File: src/rtl/multicycle_ctrl_if.sv
// Controller <-> datapath strobe bundle; master = controller, slave = datapath side.
// Perf counter outputs exist only when MULTICYCLE_CTRL_PERF_EN is defined.
interface multicycle_ctrl_if;
  logic [31:0] ins;
  logic        zero;
  logic        mem_ready;
  logic        i_req;
  logic        ir_we;
  logic        pc_we;
  logic [1:0]  pc_sel;
  logic        reg_write;
  logic        alu_src;
  logic [2:0]  alu_op;
  logic        mem_read;
  logic        mem_write;
  logic [1:0]  wb_sel;
  logic [2:0]  state;
  logic        illegal;
`ifdef MULTICYCLE_CTRL_PERF_EN
  logic [31:0] cyc_cnt;
  logic [31:0] ret_cnt;

  modport master (
    input  ins, zero, mem_ready,
    output i_req, ir_we, pc_we, pc_sel, reg_write, alu_src, alu_op,
           mem_read, mem_write, wb_sel, state, illegal, cyc_cnt, ret_cnt
  );
  modport slave (
    output ins, zero, mem_ready,
    input  i_req, ir_we, pc_we, pc_sel, reg_write, alu_src, alu_op,
           mem_read, mem_write, wb_sel, state, illegal, cyc_cnt, ret_cnt
  );
`else
  modport master (
    input  ins, zero, mem_ready,
    output i_req, ir_we, pc_we, pc_sel, reg_write, alu_src, alu_op,
           mem_read, mem_write, wb_sel, state, illegal
  );
  modport slave (
    output ins, zero, mem_ready,
    input  i_req, ir_we, pc_we, pc_sel, reg_write, alu_src, alu_op,
           mem_read, mem_write, wb_sel, state, illegal
  );
`endif
endinterface

File: src/rtl/multicycle_ctrl.sv
// Multi-cycle RV32I subset sequencer; MULTICYCLE_CTRL_PERF_EN adds cycle/retire counters.
// Zero-wait latency R/I/sw/jal 4, lw 5, beq 3; FETCH and MEM stall while mem_ready is low.
module multicycle_ctrl #(
  parameter logic [2:0] RESET_STATE = 3'd0
) (
  input  logic             clk,
  input  logic             rst,
  multicycle_ctrl_if.master bus
);

  typedef enum logic [2:0] {
    FETCH  = 3'd0,
    DECODE = 3'd1,
    EXEC   = 3'd2,
    MEM    = 3'd3,
    WB     = 3'd4,
    TRAP   = 3'd5
  } state_t;

  state_t st;
  logic   illegal_q;

  logic [6:0] opc;
  logic [6:0] f7;
  logic [2:0] f3;
  logic       f3_alu;
  logic       is_r, is_i, is_lw, is_sw, is_beq, is_jal, legal;
  logic [2:0] alu_fn;
  logic       unused_fields;

  assign opc = bus.ins[6:0];
  assign f3  = bus.ins[14:12];
  assign f7  = bus.ins[31:25];
  assign unused_fields = ^{bus.ins[24:15], bus.ins[11:7]};

  assign f3_alu = (f3 == 3'b000) || (f3 == 3'b111) || (f3 == 3'b110) || (f3 == 3'b010);
  // funct7 = 0100000 is only meaningful as sub
  assign is_r   = (opc == 7'b0110011) && f3_alu &&
                  ((f7 == 7'b0000000) || ((f7 == 7'b0100000) && (f3 == 3'b000)));
  assign is_i   = (opc == 7'b0010011) && f3_alu;
  assign is_lw  = (opc == 7'b0000011) && (f3 == 3'b010);
  assign is_sw  = (opc == 7'b0100011) && (f3 == 3'b010);
  assign is_beq = (opc == 7'b1100011) && (f3 == 3'b000);
  assign is_jal = (opc == 7'b1101111);
  assign legal  = is_r | is_i | is_lw | is_sw | is_beq | is_jal;

  always_comb begin
    case (f3)
      3'b111:  alu_fn = 3'b000;
      3'b110:  alu_fn = 3'b001;
      3'b010:  alu_fn = 3'b111;
      default: alu_fn = (is_r && f7[5]) ? 3'b110 : 3'b010;
    endcase
  end

  always_ff @(posedge clk or posedge rst) begin
    if (rst) begin
      st        <= state_t'(RESET_STATE);
      illegal_q <= 1'b0;
    end else begin
      case (st)
        FETCH:  if (bus.mem_ready) st <= DECODE;
        DECODE: begin
          if (legal) begin
            st <= EXEC;
          end else begin
            st        <= TRAP;
            illegal_q <= 1'b1;
          end
        end
        EXEC: begin
          if (is_beq)              st <= FETCH;
          else if (is_lw || is_sw) st <= MEM;
          else                     st <= WB;
        end
        MEM:    if (bus.mem_ready) st <= is_lw ? WB : FETCH;
        WB:     st <= FETCH;
        TRAP:   st <= TRAP;
        default: st <= FETCH;
      endcase
    end
  end

  logic       i_req, ir_we, pc_we, reg_write, alu_src, mem_read, mem_write;
  logic [1:0] pc_sel, wb_sel;
  logic [2:0] alu_op;

  // Strobes are forced idle while rst is held, even though st already reads FETCH.
  always_comb begin
    i_req     = 1'b0;
    ir_we     = 1'b0;
    pc_we     = 1'b0;
    pc_sel    = 2'b00;
    reg_write = 1'b0;
    alu_src   = 1'b0;
    alu_op    = 3'b010;
    mem_read  = 1'b0;
    mem_write = 1'b0;
    wb_sel    = 2'b00;
    if (!rst) begin
      case (st)
        FETCH: begin
          i_req = 1'b1;
          ir_we = bus.mem_ready;
        end
        EXEC: begin
          alu_src = is_i | is_lw | is_sw;
          if (is_beq) begin
            alu_op = 3'b110;
            pc_we  = 1'b1;
            pc_sel = bus.zero ? 2'b01 : 2'b00;
          end else if (is_r || is_i) begin
            alu_op = alu_fn;
          end
        end
        MEM: begin
          mem_read  = is_lw;
          mem_write = is_sw;
          pc_we     = is_sw && bus.mem_ready;
        end
        WB: begin
          reg_write = 1'b1;
          pc_we     = 1'b1;
          wb_sel    = is_lw ? 2'b01 : (is_jal ? 2'b10 : 2'b00);
          pc_sel    = is_jal ? 2'b10 : 2'b00;
        end
        default: ;
      endcase
    end
  end

  assign bus.i_req     = i_req;
  assign bus.ir_we     = ir_we;
  assign bus.pc_we     = pc_we;
  assign bus.pc_sel    = pc_sel;
  assign bus.reg_write = reg_write;
  assign bus.alu_src   = alu_src;
  assign bus.alu_op    = alu_op;
  assign bus.mem_read  = mem_read;
  assign bus.mem_write = mem_write;
  assign bus.wb_sel    = wb_sel;
  assign bus.state     = st;
  assign bus.illegal   = illegal_q;

`ifdef MULTICYCLE_CTRL_PERF_EN
  logic [31:0] cyc_q;
  logic [31:0] ret_q;

  always_ff @(posedge clk or posedge rst) begin
    if (rst) begin
      cyc_q <= 32'd0;
      ret_q <= 32'd0;
    end else begin
      if (st != TRAP) cyc_q <= cyc_q + 32'd1;
      if (pc_we)      ret_q <= ret_q + 32'd1;
    end
  end

  assign bus.cyc_cnt = cyc_q;
  assign bus.ret_cnt = ret_q;
`else
`endif

endmodule

File: src/flat_wrapper.sv
// flat-port wrapper written by rule: the top's interface ports become plain ports
module multicycle_ctrl_flat 
#(
  parameter logic [2:0] RESET_STATE = 3'd0
)
  (clk, rst, bus_ins, bus_zero, bus_mem_ready, bus_i_req, bus_ir_we, bus_pc_we, bus_pc_sel, bus_reg_write, bus_alu_src, bus_alu_op, bus_mem_read, bus_mem_write, bus_wb_sel, bus_state, bus_illegal);
  multicycle_ctrl_if bus_i ();
  input  logic clk;
  input  logic rst;
  input wire logic [$bits(bus_i.ins)-1:0] bus_ins;
  input wire logic [$bits(bus_i.zero)-1:0] bus_zero;
  input wire logic [$bits(bus_i.mem_ready)-1:0] bus_mem_ready;
  output wire logic [$bits(bus_i.i_req)-1:0] bus_i_req;
  output wire logic [$bits(bus_i.ir_we)-1:0] bus_ir_we;
  output wire logic [$bits(bus_i.pc_we)-1:0] bus_pc_we;
  output wire logic [$bits(bus_i.pc_sel)-1:0] bus_pc_sel;
  output wire logic [$bits(bus_i.reg_write)-1:0] bus_reg_write;
  output wire logic [$bits(bus_i.alu_src)-1:0] bus_alu_src;
  output wire logic [$bits(bus_i.alu_op)-1:0] bus_alu_op;
  output wire logic [$bits(bus_i.mem_read)-1:0] bus_mem_read;
  output wire logic [$bits(bus_i.mem_write)-1:0] bus_mem_write;
  output wire logic [$bits(bus_i.wb_sel)-1:0] bus_wb_sel;
  output wire logic [$bits(bus_i.state)-1:0] bus_state;
  output wire logic [$bits(bus_i.illegal)-1:0] bus_illegal;
  assign bus_i.ins = bus_ins;
  assign bus_i.zero = bus_zero;
  assign bus_i.mem_ready = bus_mem_ready;
  assign bus_i_req = bus_i.i_req;
  assign bus_ir_we = bus_i.ir_we;
  assign bus_pc_we = bus_i.pc_we;
  assign bus_pc_sel = bus_i.pc_sel;
  assign bus_reg_write = bus_i.reg_write;
  assign bus_alu_src = bus_i.alu_src;
  assign bus_alu_op = bus_i.alu_op;
  assign bus_mem_read = bus_i.mem_read;
  assign bus_mem_write = bus_i.mem_write;
  assign bus_wb_sel = bus_i.wb_sel;
  assign bus_state = bus_i.state;
  assign bus_illegal = bus_i.illegal;
  multicycle_ctrl #(.RESET_STATE(RESET_STATE)) u_core (.clk(clk), .rst(rst), .bus(bus_i));
endmodule
File: config.mk
export PLATFORM = sky130hd
export DESIGN_NAME = multicycle_ctrl_flat
export DESIGN_NICKNAME = d
export VERILOG_FILES = /design/src/rtl/multicycle_ctrl_if.sv /design/src/rtl/multicycle_ctrl.sv /design/src/flat_wrapper.sv
export SDC_FILE = /design/constraint.sdc
export NUM_CORES = 1
export LEC_CHECK = 0
export CAP_MARGIN = 25
export CORE_ASPECT_RATIO = 1.2
export CORE_MARGIN = 2
export CORE_UTILIZATION = 29
export CTS_BUF_LIST = sky130_fd_sc_hd__clkbuf_16
export CTS_CLUSTER_DIAMETER = 50
export CTS_CLUSTER_SIZE = 30
export DETAILED_ROUTE_END_ITERATION = 10
export PLACE_DENSITY = 0.9
export SLEW_MARGIN = 20
export SYNTH_ARGS = -nofsm -noshare
export SYNTH_HDL_FRONTEND = slang
export SYNTH_SLANG_ARGS = --single-unit
File: constraint.sdc
create_clock -name clk -period 2.9 [get_ports clk]
set_input_delay 0.58 -clock clk [delete_from_list [all_inputs] [get_ports clk]]
set_output_delay 0.58 -clock clk [all_outputs]
set_load 0.02 [all_outputs]
==> metrics.cfg, run 1 <==
[status]
outcome = complete, no violations

[timing]
worst_pin_slew_ns = 0.344
fmax_ghz = 0.349
max-slew-margin-rel_pct = 76.8
rsz0062_at_grt = yes
skew_ns = 0.00321
hold_viol = 0
fin_tns_setup_ns = 0
fin_crit_ns = 2.86
period_share_pct = 98.7
finalMaxSlewViolations = 0
finalSetupViolCount = 0

[clock_tree]
cts_num_sinks = 4
cts_tree = done
root_buffer = clkbuf_16
clkSlewWorstSetupHoldPaths_ns = 0.03
htreeDepth = 1
clk-insertion-delay-late_ns = 0.23
cts_hold_buf = 0
clockBufferDepth = 2
cts_inserted_buffers = 3

[logic_synthesis]
synth_edf_count = 0
synth.distinct_cells = 35
syn-num-nets = 112
ys_ff_latch = 4
synth-main-ff-cell = dfrtp_1
ys_top_cells_by_area = dfrtp_1, nand2_1, nand3_1
yosysTopAreaCellShare_pct = 18.7
synth_top_area_cell = dfrtp_1
async_reset_ff_share_pct = 100
mappedNetlistArea_sq_um = 536
ys_seq_area_share_pct = 18.7
syn_inst = 76
yosys_warnings = 0
syn-mean-instance-area_sq_um = 7.05

[die]
ios = 54
start_util_pct = 30.0
die_area_sq_um = 2210
fp-row-count = 17
fp.dieH_um = 51.1
fp.coreArea_sq_um = 1790
fp.dieW_um = 43.2

[detailed_routing]
drtIter0Drc = 18
ant_nets = 0
drcViolationCount = 0
drt-pass1-iter-count = 4
routedWlPerCell_um = 13.7
wirelength_um = 2160
vias_per_cell = 5.37
route.vias.total = 848

[final_layout]
final_cell_mix = buf_4, clkdlybuf4s50_1, nand2_1
num-fill-cells = 153
antenna_cells = 0
fin_area_sq_um = 1190
area_growth_pct = 122
nets = 177
drive_gt1_share_pct = 34.5
mostFrequentLayoutCell = buf_4

[power]
p_leak_nw = 0.549
vdd_ir_drop_max_uv = 346
power_density_nw_per_um2 = 279

[critical_path]
path_class = in2out
endpoint_kind = output pin
startpoint = bus_ins[14]
worstPathRequired_ns = 2.32
critPathLaunchType = input port
cp.arrival_ns = 2.28
cp_max_fo = 4
rr_startpoint = u_core.bus.state[0]

[grt]
grt_pass1_wl_um = 3650
grtUsageTotal_pct = 21.8
grt_max_degree = 10
grt_pass1_vias = 821
gr-total-overflow = 0
antenna_found_initial = 0

[run]
max-cap-violations = 0

[placement]
gp_congestion = 0.847
hpwl_um = 1640
placed_area_sq_um = 1090
io_buffers = 38

[min_path]
min_path_type = reg2reg
min-delay-start = u_core.bus.illegal

[layer usage]
| metal | part of all wire [%] | global-route usage [%] | vias to the layer above |
|---|---|---|---|
| li1 | - | - | 409 |
| met1 | 37 | 23.9 | 393 |
| met2 | 55 | 41.5 | 40 |
| met3 | 6.4 | 4.24 | 6 |
| met4 | 1.3 | 5.56 | 0 |
| met5 | 0 | 0 | - |
[synth_stat cells (2+ instances only)]
| cell | instances |
|---|---|
| clkbuf_1 | 2 |
| o21a_1 | 2 |
| or3_1 | 2 |
| and2_1 | 3 |
| nand2_1 | 10 |
| nor4b_1 | 2 |
| nor3_1 | 2 |
| or4_1 | 3 |
| o21ai_0 | 3 |
| nor4_1 | 3 |
| nand3_1 | 5 |
| nor2_1 | 5 |
| nor3b_1 | 3 |
| dfrtp_1 | 4 |
| a21oi_1 | 2 |
| inv_1 | 5 |
| nand2b_1 | 2 |
[cell families (layout without fill, tap and decap cells)]
family / count (synthesis) / in the layout / synth area share, %
simple gates: 48 / 48 / 52.3
compound gates: 14 / 14 / 18.9
buf+inv: 9 / 72 / 8.41
flops: 4 / 4 / 18.7
xor+xnor: 1 / 1 / 1.64
[through the flow]
| stage | hold slack, ns | power [mW] | util [%] | setup slack (ns) | cells |
|---|---|---|---|---|---|
| floorplan | 0.355 | 0.0718 | - | 0.00470 | 76 |
| detailed placement | 0.461 | 0.116 | 61.2 | -0.639 | 153 |
| global placement | 0.460 | 0.115 | 61.2 | -0.602 | 153 |
| CTS | 0.471 | 0.331 | 66.5 | 0.00899 | 158 |
| global route | 0.495 | 0.342 | 66.6 | -0.0526 | 158 |
| finish | 0.466 | 0.331 | 66.6 | 0.0374 | 158 |
[critical path: stages]
cell,delay (ns)
dlygate4sd2_1,0.27
or4b_1,0.50
or3_4,0.42
buf_4,0.15
o21a_1,0.09
nor2_1,0.10
buf_2,0.18
[sequential cells by signal, summed over array words and instances (netlist names)]
| register | count |
|---|---|
| u_core.bus.state | 3 |
| u_core.bus.illegal | 1 |
[report_power, final]
part	internal (mW)	total, mW	switching, mW
sequential	0.0564	0.0565	0.0000705
clock	0.176	0.215	0.0388
combinational	0.0368	0.0600	0.0233
total	0.269	0.331	0.0622
[what timing repair did]
| item | in CTS | in global routing |
|---|---|---|
| endpoints found under the setup margin | 11 | 11 |
| gates resized for setup | 52 | 12 |
| pin swaps | 8 | 1 |
| buffers inserted | 2 | 0 |
[final cells by class]
cell class	count	area, sq um	area share (%)
timing repair buffer	64	536	45.0
multi-input combinational	63	437	36.7
sequential	4	100	8.41
clock buffer	3	75.1	6.31
tap	19	23.8	2.00
inverter	5	18.8	1.58
[path summary, 6_finish.rpt]
kind,end,slack (ns),depth (start not counted)
min,u_core.bus.illegal,0.47,1
min reg2reg,u_core.bus.illegal,0.47,1
max,bus_alu_src,0.04,7
max reg2reg,u_core.bus.state[2],1.35,5
max in group asynchronous,u_core.bus.illegal,1.95,4
min in group asynchronous,u_core.bus.state[0],0.84,4
Power figures use the tool's default switching activity.
==> run 2, diff against run 1 <==
--- a/config.mk
+++ b/config.mk
@@ -5,8 +5,7 @@
 export SDC_FILE = /design/constraint.sdc
 export NUM_CORES = 1
 export LEC_CHECK = 0
-export CAP_MARGIN = 25
-export CORE_ASPECT_RATIO = 1.2
+export CAP_MARGIN = 5
 export CORE_MARGIN = 2
 export CORE_UTILIZATION = 29
 export CTS_BUF_LIST = sky130_fd_sc_hd__clkbuf_16
==> run 2 against run 1 <==
  * Maximum frequency decreased by 0.41%
  * Final cell count up 3.2%
  * Clock-buffer cell count did not move
  * Sequential share of layout area up 0.053 points
  * Global-route usage decreased by 2.8 points
  * First-iteration DRC count decreased by 56%
  * Register-to-register slack worse by 0.03 ns
==> metrics.cfg, run 2 (same netlist as run 1, synthesis figures left out) <==
[clock_tree]
clk-insertion-delay-late_ns = 0.22
cts_tree = done
htreeDepth = 1
clkSlewWorstSetupHoldPaths_ns = 0.03
cts_inserted_buffers = 3
root_buffer = clkbuf_16
cts_num_sinks = 4
clockBufferDepth = 2
cts_hold_buf = 0

[timing]
finalSetupViolCount = 0
hold_viol = 0
fin_crit_ns = 2.87
holdWs_ns = 0.465
layout_setup_ws_ns = 0.0255
worst_pin_slew_ns = 0.402
finalMaxSlewViolations = 0
skew_ns = 0.00102
max-slew-margin-rel_pct = 72.9
fmax_ghz = 0.348
period_share_pct = 99.1

[critical_path]
endpoint_kind = output pin
path_class = in2out
path_buf_inv = 3
critPathSlowestCell = or4_4
critPathLaunchType = input port
cp_max_fo = 3
cp.arrival_ns = 2.29
critical_path.top_delay_family = simple AND/OR/NAND/NOR gates
slowest_delay_ns = 0.51
worstPathRequired_ns = 2.32
crit_chain = dlygate4sd2_1 -> nand4bb_1 -> or4_4 -> or4_4 -> buf_6 -> nand2_2 -> buf_6

[final_layout]
fin_area_sq_um = 1180
largest_reg_flops = 3
area_growth_pct = 121
final_cell_mix = buf_4, clkdlybuf4s50_1, nand2_1
mostFrequentLayoutCell = buf_4
nets = 176
drive_gt1_share_pct = 34.1
num-fill-cells = 143
seq_area_sq_um = 100
antenna_cells = 0
final_core_util_pct = 68.5
multi_input_area_sq_um = 430

[grt]
grt_pass1_wl_um = 2970
grt_max_degree = 15
grtUsageTotal_pct = 19.0
grt_pass1_vias = 752
gr-total-overflow = 0
antenna_found_initial = 0

[power]
power_density_nw_per_um2 = 277
p_leak_nw = 0.530
p_total_mw = 0.328
vdd_ir_drop_max_uv = 401

[status]
outcome = complete, no violations

[detailed_routing]
route.vias.total = 812
drcViolationCount = 0
vias_per_cell = 4.98
wirelength_um = 2070
drtIter0Drc = 8
routedWlPerCell_um = 12.7
ant_nets = 0
drt-pass1-iter-count = 4

[run]
max-cap-violations = 0

[die]
fp-row-count = 15
start_util_pct = 31.0
fp.dieH_um = 47.0
fp.coreArea_sq_um = 1730
fp.dieW_um = 47.0
die_area_sq_um = 2210
ios = 54

[placement]
pre_cts_ws_ns = -0.605
hpwl_um = 1540
gp_congestion = 0.802
placed_area_sq_um = 1070
io_buffers = 38

[min_path]
min_path_type = reg2reg

[run 2: cell types whose count changed in the layout (fill, tap and decap cells not counted), sizes merged]
| cell | change |
|---|---|
| clkbuf | +1 |
| dlymetal6s2s | -1 |
| buf | -1 |
| clkdlybuf4s50 | +1 |
| clkdlybuf4s15 | +2 |
| dlygate4sd2 | -3 |
[run 2: worst paths after layout]
kind / startpoint / to / slack (ns) / cells past startpoint
min in group asynchronous: rst / u_core.bus.state[2] / 0.73 / 3
min: u_core.bus.illegal / u_core.bus.illegal / 0.46 / 1
min reg2reg: u_core.bus.illegal / u_core.bus.illegal / 0.46 / 1
max reg2reg: u_core.bus.state[0] / u_core.bus.state[2] / 1.32 / 4
max in group asynchronous: rst / u_core.bus.illegal / 2.07 / 3
max: bus_ins[2] / bus_pc_we / 0.03 / 7
[run 2: metrics by stage]
| step | instances | setup TNS [ns] |
|---|---|---|
| 3_5_place_dp | 155 | -5.40 |
| 2_1_floorplan | 76 | 0 |
| 3_3_place_gp | 155 | -5.21 |
| 5_1_grt | 163 | -0.0200 |
| 4_1_cts | 161 | 0 |
| 6_report | 163 | 0 |
[run 2: power breakdown]
group,internal [mW],switching (mW),leakage [nW]
clock,0.176,0.0385,0.0370
combinational,0.0351,0.0214,0.453
sequential,0.0564,0.0000588,0.0403
[run 2: per-layer routing]
layer  vias to the layer above  global-route usage [%]  part of all wire [%]
met5                         -                       0                     0
met4                         0                    9.44                     0
met3                         0                   0.385                   6.8
met2                        29                    35.6                    54
met1                       375                    21.9                    39
li1                        408                       -                     -
[run 2: layout make-up]
class,instances,share of cell area [%]
Timing Repair Buffer,63,44.6
Multi-Input combinational cell,63,36.4
Sequential cell,4,8.47
Clock buffer,3,6.35
Tap cell,25,2.65
Inverter,5,1.59
[run 2: worst register-to-register path, cell delays in order, from the launching register on]
cell	delay [ns]
dfrtp_1	0.56
inv_1	0.13
and3_1	0.20
o311ai_0	0.40
nand3_1	0.14
[run 2: repair_timing]
action                                 in CTS  in global routing
buffers inserted                            3                  2
endpoints found under the hold margin       0                  0
pin swaps                                   6                  4
setup endpoints to repair                  11                  7
gates cloned                                0                  0
resized for setup                          53                 12
==> run 3, diff against run 2 <==
--- a/config.mk
+++ b/config.mk
@@ -7,12 +7,12 @@
 export LEC_CHECK = 0
 export CAP_MARGIN = 5
 export CORE_MARGIN = 2
-export CORE_UTILIZATION = 29
+export CORE_UTILIZATION = 26
 export CTS_BUF_LIST = sky130_fd_sc_hd__clkbuf_16
 export CTS_CLUSTER_DIAMETER = 50
 export CTS_CLUSTER_SIZE = 30
 export DETAILED_ROUTE_END_ITERATION = 10
-export PLACE_DENSITY = 0.9
+export PLACE_DENSITY_LB_ADDON = 0.08
 export SLEW_MARGIN = 20
 export SYNTH_ARGS = -nofsm -noshare
 export SYNTH_HDL_FRONTEND = slang
==> constraint.sdc (replaced) <==
create_clock -name clk -period 2.5 [get_ports clk]
set_input_delay 0.5 -clock clk [delete_from_list [all_inputs] [get_ports clk]]
set_output_delay 0.5 -clock clk [all_outputs]
set_load 0.02 [all_outputs]
==> run 3 against run 2 <==
  * The run now ends with negative setup slack left
  * Hold slack better by 0.0087 ns
  * Worst setup slack worse by 0.046 ns
  * Final cell count up 3.7%
  * Final area up 6.5%
  * Die area up 11%
  * Critical endpoint is now bus_alu_op[2]
==> metrics.cfg, run 3 (same netlist as run 1, synthesis figures left out) <==
[status]
outcome = finished with violations
failed_checks = negative setup slack

[power]
vdd_ir_drop_max_uv = 382
clkPwrFrac_pct = 64.5
seq_power_share_pct = 17.0
p_sw_mw = 0.0735
comb_power_share_pct = 18.5
power.share.switching_pct = 19.1
p_total_mw = 0.385
p_int_mw = 0.312
power_density_nw_per_um2 = 306
p_leak_nw = 0.583

[final_layout]
antenna_cells = 0
final_cell_mix = buf_4, clkdlybuf4s50_1, nand2_1, buf_2, dlygate4sd2_1
fin_cells = 169
drive_gt1_share_pct = 47.9
fin_area_sq_um = 1260
final_core_util_pct = 64.2
area_growth_pct = 135
mostFrequentLayoutCell = buf_4
nets = 180
num-fill-cells = 187
seq_area_sq_um = 100
multi_input_area_sq_um = 484
largest_reg_flops = 3

[die]
ios = 54
fp-row-count = 16
fp.dieH_um = 49.4
fp.coreArea_sq_um = 1960
start_util_pct = 27.3
die_area_sq_um = 2440
fp.dieW_um = 49.4

[detailed_routing]
ant_nets = 0
drcViolationCount = 0
route.vias.total = 830
wirelength_um = 2060
vias_per_cell = 4.91
drt-pass1-iter-count = 4
drtIter0Drc = 8
routedWlPerCell_um = 12.2

[timing]
finalMaxSlewViolations = 0
max-slew-margin-rel_pct = 63.8
period_share_pct = 101
fmax_ghz = 0.397
layout_setup_ws_ns = -0.0203
hold_viol = 0
rsz0062_at_grt = yes
skew_ns = 0.00324
worst_pin_slew_ns = 0.537
finalSetupViolCount = 3
fin_crit_ns = 2.52

[min_path]
min_path_type = reg2reg
hold_end = u_core.bus.illegal
min-delay-start = u_core.bus.illegal
min_delay_path_depth = 1

[critical_path]
cp_max_fo = 3
rr_startpoint = u_core.bus.state[0]
critPathLaunchType = input port
rr_worst_depth = 5
ff2ff_setup_slack_ns = 0.88
r2r_end = u_core.bus.state[2]
path_class = in2out
endpoint_kind = output pin
worstPathRequired_ns = 2.00
cp.arrival_ns = 2.02

[grt]
antenna_found_initial = 0
gr-total-overflow = 0
grt_pass1_vias = 789
grt_max_degree = 13
grt_pass1_wl_um = 3330
grtUsageTotal_pct = 17.4

[placement]
dp.cells = 162
gp_congestion = 0.797
hpwl_um = 1530
io_buffers = 38
pre_cts_ws_ns = -0.914
placed_area_sq_um = 1130

[clock_tree]
clkSlewWorstSetupHoldPaths_ns = 0.03
cts_tree = done
htreeDepth = 1
cts_num_sinks = 4
root_buffer = clkbuf_16
clockBufferDepth = 2
cts_inserted_buffers = 3
clk-insertion-delay-late_ns = 0.22
cts_hold_buf = 0

[run]
max-cap-violations = 0

[run 3: cell type report]
cell class                      instances  area share (%)
Timing Repair Buffer                   67            43.4
Inverter                                5            1.49
Multi-Input combinational cell         63            38.5
Clock buffer                            3            5.96
Sequential cell                         4            7.95
Tap cell                               27            2.68
[run 3: power by group through the flow]
stage                     clock (mW)  combinational [mW]  sequential [mW]
final                          0.249              0.0713           0.0655
after detailed placement           0              0.0692           0.0662
after global placement             0              0.0685           0.0662
after floorplan                    0              0.0173           0.0664
after global routing           0.258              0.0781           0.0655
after CTS                      0.252              0.0696           0.0655
[run 3: through the flow]
stage / setup TNS [ns] / hold WS, ns
floorplan: -0.0468 / 0.275
global placement: -8.35 / 0.460
detailed placement: -8.87 / 0.465
CTS: -0.0340 / 0.478
global route: -0.183 / 0.516
finish: -0.0398 / 0.473
[run 3: how the worst max path moves through the flow]
stage	from	end	slack (ns)
3_5_place_dp	bus_ins[4]	bus_pc_we	-0.91
5_1_grt	bus_ins[3]	bus_alu_op[2]	-0.08
3_3_place_gp	bus_ins[3]	bus_alu_op[2]	-0.88
2_1_floorplan	bus_ins[13]	bus_pc_we	-0.03
6_report	bus_ins[3]	bus_alu_op[2]	-0.02
4_1_cts	bus_ins[4]	bus_pc_we	-0.03
[run 3: routing by layer]
layer  vias up  GRT usage (%)  wire, um
met3         2           3.68       107
met2        26           31.3      1040
met5         -              0         0
met4         0           6.02        21
li1        416              -         -
met1       386           20.2       893
[run 3: repair_timing]
item	in CTS	in global routing
gates resized for setup	104	10
setup buffers	3	1
pin swaps	14	11
endpoints found under the setup margin	14	9
[run 3: critical path, stage by stage]
cell	delay [ns]
buf_6	0.09
nand4bb_1	0.19
or4_4	0.44
or4_4	0.58
o21ai_2	0.09
buf_6	0.13
